===== config.mk =====
export PLATFORM = sky130hd
export DESIGN_NAME = psum_ofifo
export DESIGN_NICKNAME = d
export VERILOG_FILES = /design/src/rtl/psum_ofifo_pkg.sv /design/src/rtl/psum_col_fifo.sv /design/src/rtl/psum_ofifo.sv
export SDC_FILE = /design/constraint.sdc
export NUM_CORES = 2
export LEC_CHECK = 0
export CAP_MARGIN = 20
export CORE_ASPECT_RATIO = 0.8
export CORE_MARGIN = 4
export CORE_UTILIZATION = 30
export CTS_CLUSTER_DIAMETER = 80
export DETAILED_ROUTE_END_ITERATION = 7
export GPL_TIMING_DRIVEN = 0
export PLACE_DENSITY = 0.53
export RECOVER_POWER = 50
export SYNTH_ARGS = -nofsm -noshare
export SYNTH_HDL_FRONTEND = slang
export SYNTH_SLANG_ARGS = --single-unit

===== constraint.sdc =====
create_clock -name clk -period 3.4 [get_ports clk]
set_clock_uncertainty 0.2 [all_clocks]
set_input_delay 0.68 -clock clk [delete_from_list [all_inputs] [get_ports clk]]
set_output_delay 0.68 -clock clk [all_outputs]
set_load 0.03 [all_outputs]

===== src/rtl/psum_ofifo_pkg.sv =====
// Shared sizing defaults for the psum output buffers and a constant-safe log2 helper.
package psum_ofifo_pkg;

  localparam int PSUM_BW    = 22;
  localparam int NUM_COL    = 8;
  localparam int FIFO_DEPTH = 16;

  // Ceiling log2, usable in parameter expressions.
  function automatic int clog2(input int value);
    int r;
    r = 0;
    for (int v = 1; v < value; v = v * 2) begin
      r = r + 1;
    end
    return r;
  endfunction

endpackage


===== src/rtl/psum_col_fifo.sv =====
// Single-lane psum FIFO: unreset storage array, wrapping pointers and an occupancy count.
module psum_col_fifo
  import psum_ofifo_pkg::*;
#(
  parameter int bw_psum = PSUM_BW,
  parameter int depth   = FIFO_DEPTH
) (
  input  logic               clk,
  input  logic               reset,
  input  logic               wr,
  input  logic               rd,
  input  logic [bw_psum-1:0] in,
  output logic [bw_psum-1:0] out,
  output logic               empty,
  output logic               full
);

  localparam int aw = clog2(depth);
  localparam logic [aw-1:0] ptr_one  = aw'(1);
  localparam logic [aw:0]   cnt_one  = (aw+1)'(1);
  localparam logic [aw:0]   cnt_full = (aw+1)'(depth);

  logic [bw_psum-1:0] mem [depth];
  logic [aw-1:0]      wr_ptr_reg;
  logic [aw-1:0]      rd_ptr_reg;
  logic [aw:0]        count_reg;
  logic               push;
  logic               pop;

  assign empty = (count_reg == '0);
  assign full  = (count_reg == cnt_full);

  // A same-cycle pop frees the slot a push on a full lane needs.
  assign pop  = rd & ~empty;
  assign push = wr & (~full | pop);

  assign out = mem[rd_ptr_reg];

  always_ff @(posedge clk) begin
    if (push) begin
      mem[wr_ptr_reg] <= in;
    end
  end

  always_ff @(posedge clk) begin
    if (reset) begin
      wr_ptr_reg <= '0;
      rd_ptr_reg <= '0;
      count_reg  <= '0;
    end else begin
      if (push) begin
        wr_ptr_reg <= wr_ptr_reg + ptr_one;
      end
      if (pop) begin
        rd_ptr_reg <= rd_ptr_reg + ptr_one;
      end
      case ({push, pop})
        2'b10:   count_reg <= count_reg + cnt_one;
        2'b01:   count_reg <= count_reg - cnt_one;
        default: count_reg <= count_reg;
      endcase
    end
  end

endmodule


===== src/rtl/psum_ofifo.sv =====
// Row-aligning output buffer: one FIFO per MAC column, rows popped only when every lane holds data.
module psum_ofifo
  import psum_ofifo_pkg::*;
#(
  parameter int col     = NUM_COL,
  parameter int bw_psum = PSUM_BW,
  parameter int depth   = FIFO_DEPTH
) (
  input  logic                   clk,
  input  logic                   reset,
  input  logic [col-1:0]         wr,
  input  logic [col*bw_psum-1:0] in,
  input  logic                   rd,
  output logic [col*bw_psum-1:0] out,
  output logic                   o_valid,
  output logic                   o_full,
  output logic                   o_ready,
  output logic                   o_ovf
);

  logic [col-1:0]         empty_vec;
  logic [col-1:0]         full_vec;
  logic [col-1:0]         drop_vec;
  logic [col*bw_psum-1:0] head_bus;
  logic [col*bw_psum-1:0] out_reg;
  logic                   ovf_reg;
  logic                   pop;

  assign o_valid = &(~empty_vec);
  assign o_full  = |full_vec;
  assign o_ready = ~o_full;
  assign o_ovf   = ovf_reg;
  assign out     = out_reg;

  // Rows pop as a unit; a read with any lane empty is ignored.
  assign pop = rd & o_valid;

  genvar gi;
  generate
    for (gi = 0; gi < col; gi++) begin : g_col
      psum_col_fifo #(
        .bw_psum (bw_psum),
        .depth   (depth)
      ) u_fifo (
        .clk   (clk),
        .reset (reset),
        .wr    (wr[gi]),
        .rd    (pop),
        .in    (in[gi*bw_psum +: bw_psum]),
        .out   (head_bus[gi*bw_psum +: bw_psum]),
        .empty (empty_vec[gi]),
        .full  (full_vec[gi])
      );
      assign drop_vec[gi] = wr[gi] & full_vec[gi] & ~pop;
    end
  endgenerate

  always_ff @(posedge clk) begin
    if (reset) begin
      out_reg <= '0;
      ovf_reg <= 1'b0;
    end else begin
      if (pop) begin
        out_reg <= head_bus;
      end
      if (|drop_vec) begin
        ovf_reg <= 1'b1;
      end
    end
  end

endmodule


# Word level (Yosys, flattened, before mapping)
# Memories as Yosys holds them, arrays and structs flattened. A register that Yosys moved wholly into a read port is not among the register bits.
# Index checks and enable logic that the tools add are counted.
# totals
ff_bits	105
latchBits	0
ram_bits	2816
romBits	0
input_bits	187
out_inout_bits	180
memories	8
# memory_table
memory	words	width	read_ports	rd_clocked_by_memory_dff	write_ports	line_no	text
g_col[0].u_fifo.mem	16	22	1	1	1	psum_col_fifo.sv:23	logic [bw_psum-1:0] mem [depth];
g_col[1].u_fifo.mem	16	22	1	1	1	psum_col_fifo.sv:23	
g_col[2].u_fifo.mem	16	22	1	1	1	psum_col_fifo.sv:23	
g_col[3].u_fifo.mem	16	22	1	1	1	psum_col_fifo.sv:23	
g_col[4].u_fifo.mem	16	22	1	1	1	psum_col_fifo.sv:23	
g_col[5].u_fifo.mem	16	22	1	1	1	psum_col_fifo.sv:23	
2 more memories	--	--	--	--	--	--	
# classes
addsub	32
mul	0
div	0
n_lt_le_gt_ge	0
n_eq_ne	24
n_shift	0
muxes	24
n_bitwise	60
n_reduce_logical	19
# op_table
operator	count
$pmux W5 S2	8
$add A4 B1 Y4 const B	16
$add A5 B1 Y5 const B	8
$eq A5 B5 Y1 const B	8
$logic_not A5 Y1	8
$sub A5 B1 Y5 const B	8
$and A1 B1 Y1	33
$not A1 Y1	18
$eq A2 B1 Y1 const B	8
$eq A2 B2 Y1 const B	8
$mux W1	16
$reduce_bool A2 Y1	8
$reduce_or A8 Y1	2
$not A8 Y8	1
$or A1 B1 Y1	8
$reduce_and A8 Y1	1

# Longest topological paths before layout
# logic_depth
depth_word	9
mapped_depth	18

# Cells and area by module
# Synthesis repeated with hierarchy kept, for this count alone.
# unflattened
cells_unflattened	6097
area_unflattened_um2	121556.6
# by_module_without_submodules
module	instances	cells_each	area_per_inst_um2
psum_col_fifo at g_col[0].u_fifo ...	7	666	14197.4
psum_col_fifo at g_col[7].u_fifo	1	655	14172.3
psum_ofifo	1	780	8002.7

# Worst setup path before layout
# No wires, ideal clock.
# synth_timing
path_type	reg2reg
start	register g_col[4].u_fifo.count_reg[0]
end	memory g_col[0].u_fifo.mem[0][0] in the netlist's numbering, enable pin
setup_time_ps	429
arrival_ps	3098
setup_slack_ps	-327
stages_incl_launch_ff	10
path_buffers	2
path_cell_list	dfxtp_1 -> nor4_2 -> a22oi_1 -> and4_1 -> buf_4 -> nand2_8 -> inv_4 -> buf_2 -> o211ai_1 -> nor3_1
# synth_via
elab_chain_cells	9
# synth_rtl
item	line_no	text
start: declaration	psum_col_fifo.sv:26	logic [aw:0] count_reg;
start signal: assignment	psum_col_fifo.sv:58	2'b10: count_reg <= count_reg + cnt_one;
start signal: assignment	psum_col_fifo.sv:59	2'b01: count_reg <= count_reg - cnt_one;
start signal: assignment	psum_col_fifo.sv:60	default: count_reg <= count_reg;
$logic_not A5 Y1	psum_col_fifo.sv:30	assign empty = (count_reg == '0);
$not A8 Y8	psum_ofifo.sv:29	assign o_valid = &(~empty_vec);
$reduce_and A8 Y1	psum_ofifo.sv:29	
$and A1 B1 Y1	psum_ofifo.sv:36	assign pop = rd & o_valid;
$and A1 B1 Y1	psum_col_fifo.sv:34	assign pop = rd & ~empty;
$or A1 B1 Y1	psum_col_fifo.sv:35	assign push = wr & (~full | pop);
$and A1 B1 Y1	psum_col_fifo.sv:35	
$mux W1	psum_col_fifo.sv:40	if (push) begin
$mux W1 (not written as such)	psum_col_fifo.sv:41	mem[wr_ptr_reg] <= in;
end: declaration	psum_col_fifo.sv:23	
# Every way passes these cells.

# Final worst setup path
# layout_timing
start	register g_col[6].u_fifo.count_reg[0]
end	register g_col[4].u_fifo.count_reg[4]
# layout_via
elab_chain_cells	9
elab_cells_between_ends	11
cone_classes	eq/ne: 2; mux: 1; bitwise: 5; reduce/logical: 3
# layout_rtl
item	line_no	text
start: declaration	psum_col_fifo.sv:26	
start signal: assignment	psum_col_fifo.sv:58	
start signal: assignment	psum_col_fifo.sv:59	
start signal: assignment	psum_col_fifo.sv:60	
$logic_not A5 Y1 *	psum_col_fifo.sv:30	
$not A8 Y8 *	psum_ofifo.sv:29	
$reduce_and A8 Y1 *	psum_ofifo.sv:29	
$and A1 B1 Y1 *	psum_ofifo.sv:36	
$and A1 B1 Y1 *	psum_col_fifo.sv:34	
net g_col[4].u_fifo.pop	psum_col_fifo.sv:28	logic pop;
$or A1 B1 Y1	psum_col_fifo.sv:35	
$and A1 B1 Y1	psum_col_fifo.sv:35	
$eq A2 B1 Y1 / $eq A2 B2 Y1 (equally long branches)	psum_col_fifo.sv:57	case ({push, pop})
$pmux W5 S2 / $reduce_bool A2 Y1 (equally long branches)	--	
# Mark *: on every way through the listed nets, which the timed path passes. The rest lies on a longest branch.
# A chain may end at the register's enable or synchronous reset.

==> flow_metrics.tcl <==
set metrics [dict create \
    grt_pass1_wl_um 459000 \
    synth_xor_area_share_pct 0.378 \
    synthFlopType "edfxtp_1" \
    synth_area_per_cell_um2 21.2 \
    status "finished, violations left" \
    cts_buffers 326 \
    antenna_found_initial 125 \
    peakVddDrop_mv 0.362 \
    arrival_ns 4.42 \
    leakagePower_nw 44.0 \
    cp.required_ns 4.04 \
    slowest_stage "or3_1" \
    row_count 205 \
    synth_compound_area_share_pct 1.54 \
    wl_per_cell_um 27.5 \
    rr_worst_depth 18 \
    worstHoldStart "reset" \
    final-setup-viol-count 39 \
    syn_inst 5568 \
    cts_sinks 3097 \
    rr_endpoint "g_col[4].u_fifo.count_reg[4]" \
    grt_pass1_vias 60400 \
    yosysSeqAreaShare_pct 76.2 \
    drc 0 \
    synthSimpleGateAreaFrac_pct 2.67 \
    synthAdderAreaFrac_pct 0.876 \
    setup_ws_ns -0.377 \
    crit_type "reg2reg" \
    fin_nets 6800 \
    start_util_pct 30.2 \
    dpl_cell_area_um2 132000 \
    synth-edff-count 2816 \
    fin_cells 12000 \
    largest_reg_flops 2816 \
    endpoint_kind "flop" \
    rsz0062_at_grt "yes" \
    drt_iter0_markers 6186 \
    ys_types 51 \
    final_cell_mix "2816 x edfxtp_1, 880 x mux4_2, 392 x nand2_1" \
    ys_warn_count 0 \
    start_kind "flop" \
    htreeDepth 5 \
    r2r_start "g_col[6].u_fifo.count_reg[0]" \
    grt_usage_pct 15.9 \
    synthMuxAreaShare_pct 17.0 \
    die_x_um 710 \
    drv_cap 0 \
    p_per_area_nw_per_um2 551 \
    cp_cell_sequence "nor4_4 > a22oi_2 > and4_1 > buf_6 > buf_12 > nand2_8 > buf_8 > buf_16 > buf_12 > buf_4 > inv_4 > ha_4 > fa_2 > a21o_1 > a21oi_2 > xor2_1 > or3_1 > a21oi_2" \
    finish.instance_area_um2 146000 \
    fin_crit_sh_pct 111 \
    coreArea_um2 391000 \
    hold_violations 0 \
    ios 367 \
    dpl_worst_slack_ns -1.43 \
    avgViaCountPerCell 4.93 \
    synth_top_family_by_area "multiplexers" \
    placed_cells 11200 \
    grt.overflow.total 0 \
    first_pass_iters 5 \
    timing.final.max_slew_violations 0 \
    ff2ff_setup_slack_ns -0.38 \
    slew_headroom_pct 23.0 \
    hold_ws_ns 0.124 \
    fmax_mhz 265 \
    final_layout_size_suffix_gt1_share_pct 30.1 \
    cp_top_family "simple AND/OR/NAND/NOR gates" \
    path_clk_slew_ns 0.06 \
    min_to "g_col[4].u_fifo.wr_ptr_reg[3]" \
    violations "negative setup slack" \
    antenna_left 0 \
    dp_hpwl_um 216000 \
    syn_area_um2 118000 \
    clk_latency_ns 0.93 \
    fin_crit_ns 3.78 \
    cts_tree "yes" \
    clockBufferDepth 4 \
    cpPeakStageDelay_ns 0.39 \
    critPathMaxFanout 4 \
    power_w 0.0802 \
    tightest_slew_ns 1.15 \
    syn_to_final_growth_pct 23.2 \
    worstHoldPathCells 3 \
    final_common_cell "edfxtp_1" \
    synthArstFlopShare_pct 0 \
    wl_um 331000 \
    portBuffers 358 \
    vias 59300 \
    synth-seq-cells 3097 \
    worst-path-buf-inv 7 \
    clockRootBuffer "clkbuf_16" \
    gp_congestion 0.745 \
    dieArea_um2 405000 \
    synth_fp_nets 5833 \
    grt_start_max_net_pins 23 \
    die_y_um 570 \
    hp-class "in2reg" \
]
-- worst register-to-register path: cells and delay by family, from the launching register on --
| family | cells | cell delay, ns |
|---|---|---|
| flops | 1 | 0.36 |
| buf+inv | 7 | 0.85 |
| fa+ha+maj | 2 | 0.52 |
| compound gates | 4 | 0.63 |
| xor+xnor | 1 | 0.10 |
| simple gates | 4 | 1.03 |
-- Yosys cell counts (all sizes together) (3+ instances only) --
cell type / count / area share (%)
clkbuf: 166 / 0.53
nand3: 21 / 0.093
inv: 60 / 0.19
mux2: 21 / 0.20
nor4: 8 / 0.053
fa: 8 / 0.14
nor2b: 21 / 0.11
nand2: 398 / 1.3
o22ai: 3 / 0.016
a31oi: 3 / 0.016
nor2: 189 / 0.60
mux2i: 3 / 0.025
edfxtp: 2816 / 71
nor3: 42 / 0.18
o211ai: 20 / 0.15
xnor2: 16 / 0.12
or2: 3 / 0.016
mux4: 880 / 17
o2111ai: 6 / 0.044
o21ai: 24 / 0.10
a21o: 11 / 0.070
nand3b: 16 / 0.10
and3: 11 / 0.058
nand4: 4 / 0.021
xor2: 35 / 0.26
nand2b: 18 / 0.095
buf: 148 / 0.60
a21oi: 232 / 1.0
o32ai: 6 / 0.044
or3: 9 / 0.048
a22oi: 5 / 0.032
dfxtp: 281 / 4.8
ha: 70 / 0.74
o31ai: 6 / 0.038
-- routing by layer --
layer	part of all wire, %	global-route usage [%]
met1	42	21.5
met2	48	26.1
met3	7.2	3.40
met4	2.6	4.08
met5	0.071	0
-- report_power, final --
| part | internal, W | switching, W |
|---|---|---|
| logic | 0.000844 | 0.00138 |
| clock network | 0.0209 | 0.0151 |
| registers | 0.0419 | 0.000123 |
| total | 0.0637 | 0.0166 |
-- final cells by class --
| class | instances | area, um^2 |
|---|---|---|
| clock buffers | 429 | 8740 |
| plain buffers | 313 | 1470 |
| multi-input cells | 2111 | 28500 |
| inverters | 61 | 259 |
| well taps | 5175 | 6470 |
| fillers | 35300 | 245000 |
| clock inverters | 168 | 2050 |
| repair buffers | 625 | 7900 |
| flip-flops and latches | 3097 | 90300 |
| diodes | 40 | 100 |
-- cell families after synthesis --
group	after synthesis
AO/OA/AOI/OAI	321
XOR/XNOR	51
multiplexers	904
AND/OR/NAND/NOR	742
adder cells (fa/ha/maj)	78
flip-flops	3097
buffers and inverters	375
-- per-stage QoR --
step / utilization [%] / TNS, ns
after floorplan: - / 0
after global placement: 32.9 / -5100.58
after detailed placement: 33.8 / -850.74
after CTS: 37.0 / -4.89
after global routing: 37.2 / -17.62
final: 37.3 / -3.41
-- worst max-delay path by stage --
stage / depth (start not counted) / startpoint / endpoint / slack [ns]
6_report: 18 / g_col[6].u_fifo.count_reg[0] / g_col[4].u_fifo.count_reg[4] / -0.38
5_1_grt: 18 / g_col[6].u_fifo.count_reg[0] / g_col[4].u_fifo.count_reg[4] / -0.45
4_1_cts: 6 / g_col[5].u_fifo.count_reg[0] / o_ready / -0.28
3_5_place_dp: 16 / g_col[7].u_fifo.count_reg[0] / g_col[2].u_fifo.count_reg[4] / -1.43
3_3_place_gp: 5 / rd / g_col[7].u_fifo.mem[11][12] / -3.13
2_1_floorplan: 18 / g_col[4].u_fifo.count_reg[1] / g_col[6].u_fifo.count_reg[4] / 0.004
-- repair_timing --
action	in CTS	in global routing
endpoints found under the setup margin	1233	438
hold buffers	5	0
buffers inserted	74	53
resized for setup	179	91
cloned	4	11
endpoints found under the hold margin	5	0
pin swaps	82	87
Power figures use the tool's default switching activity.
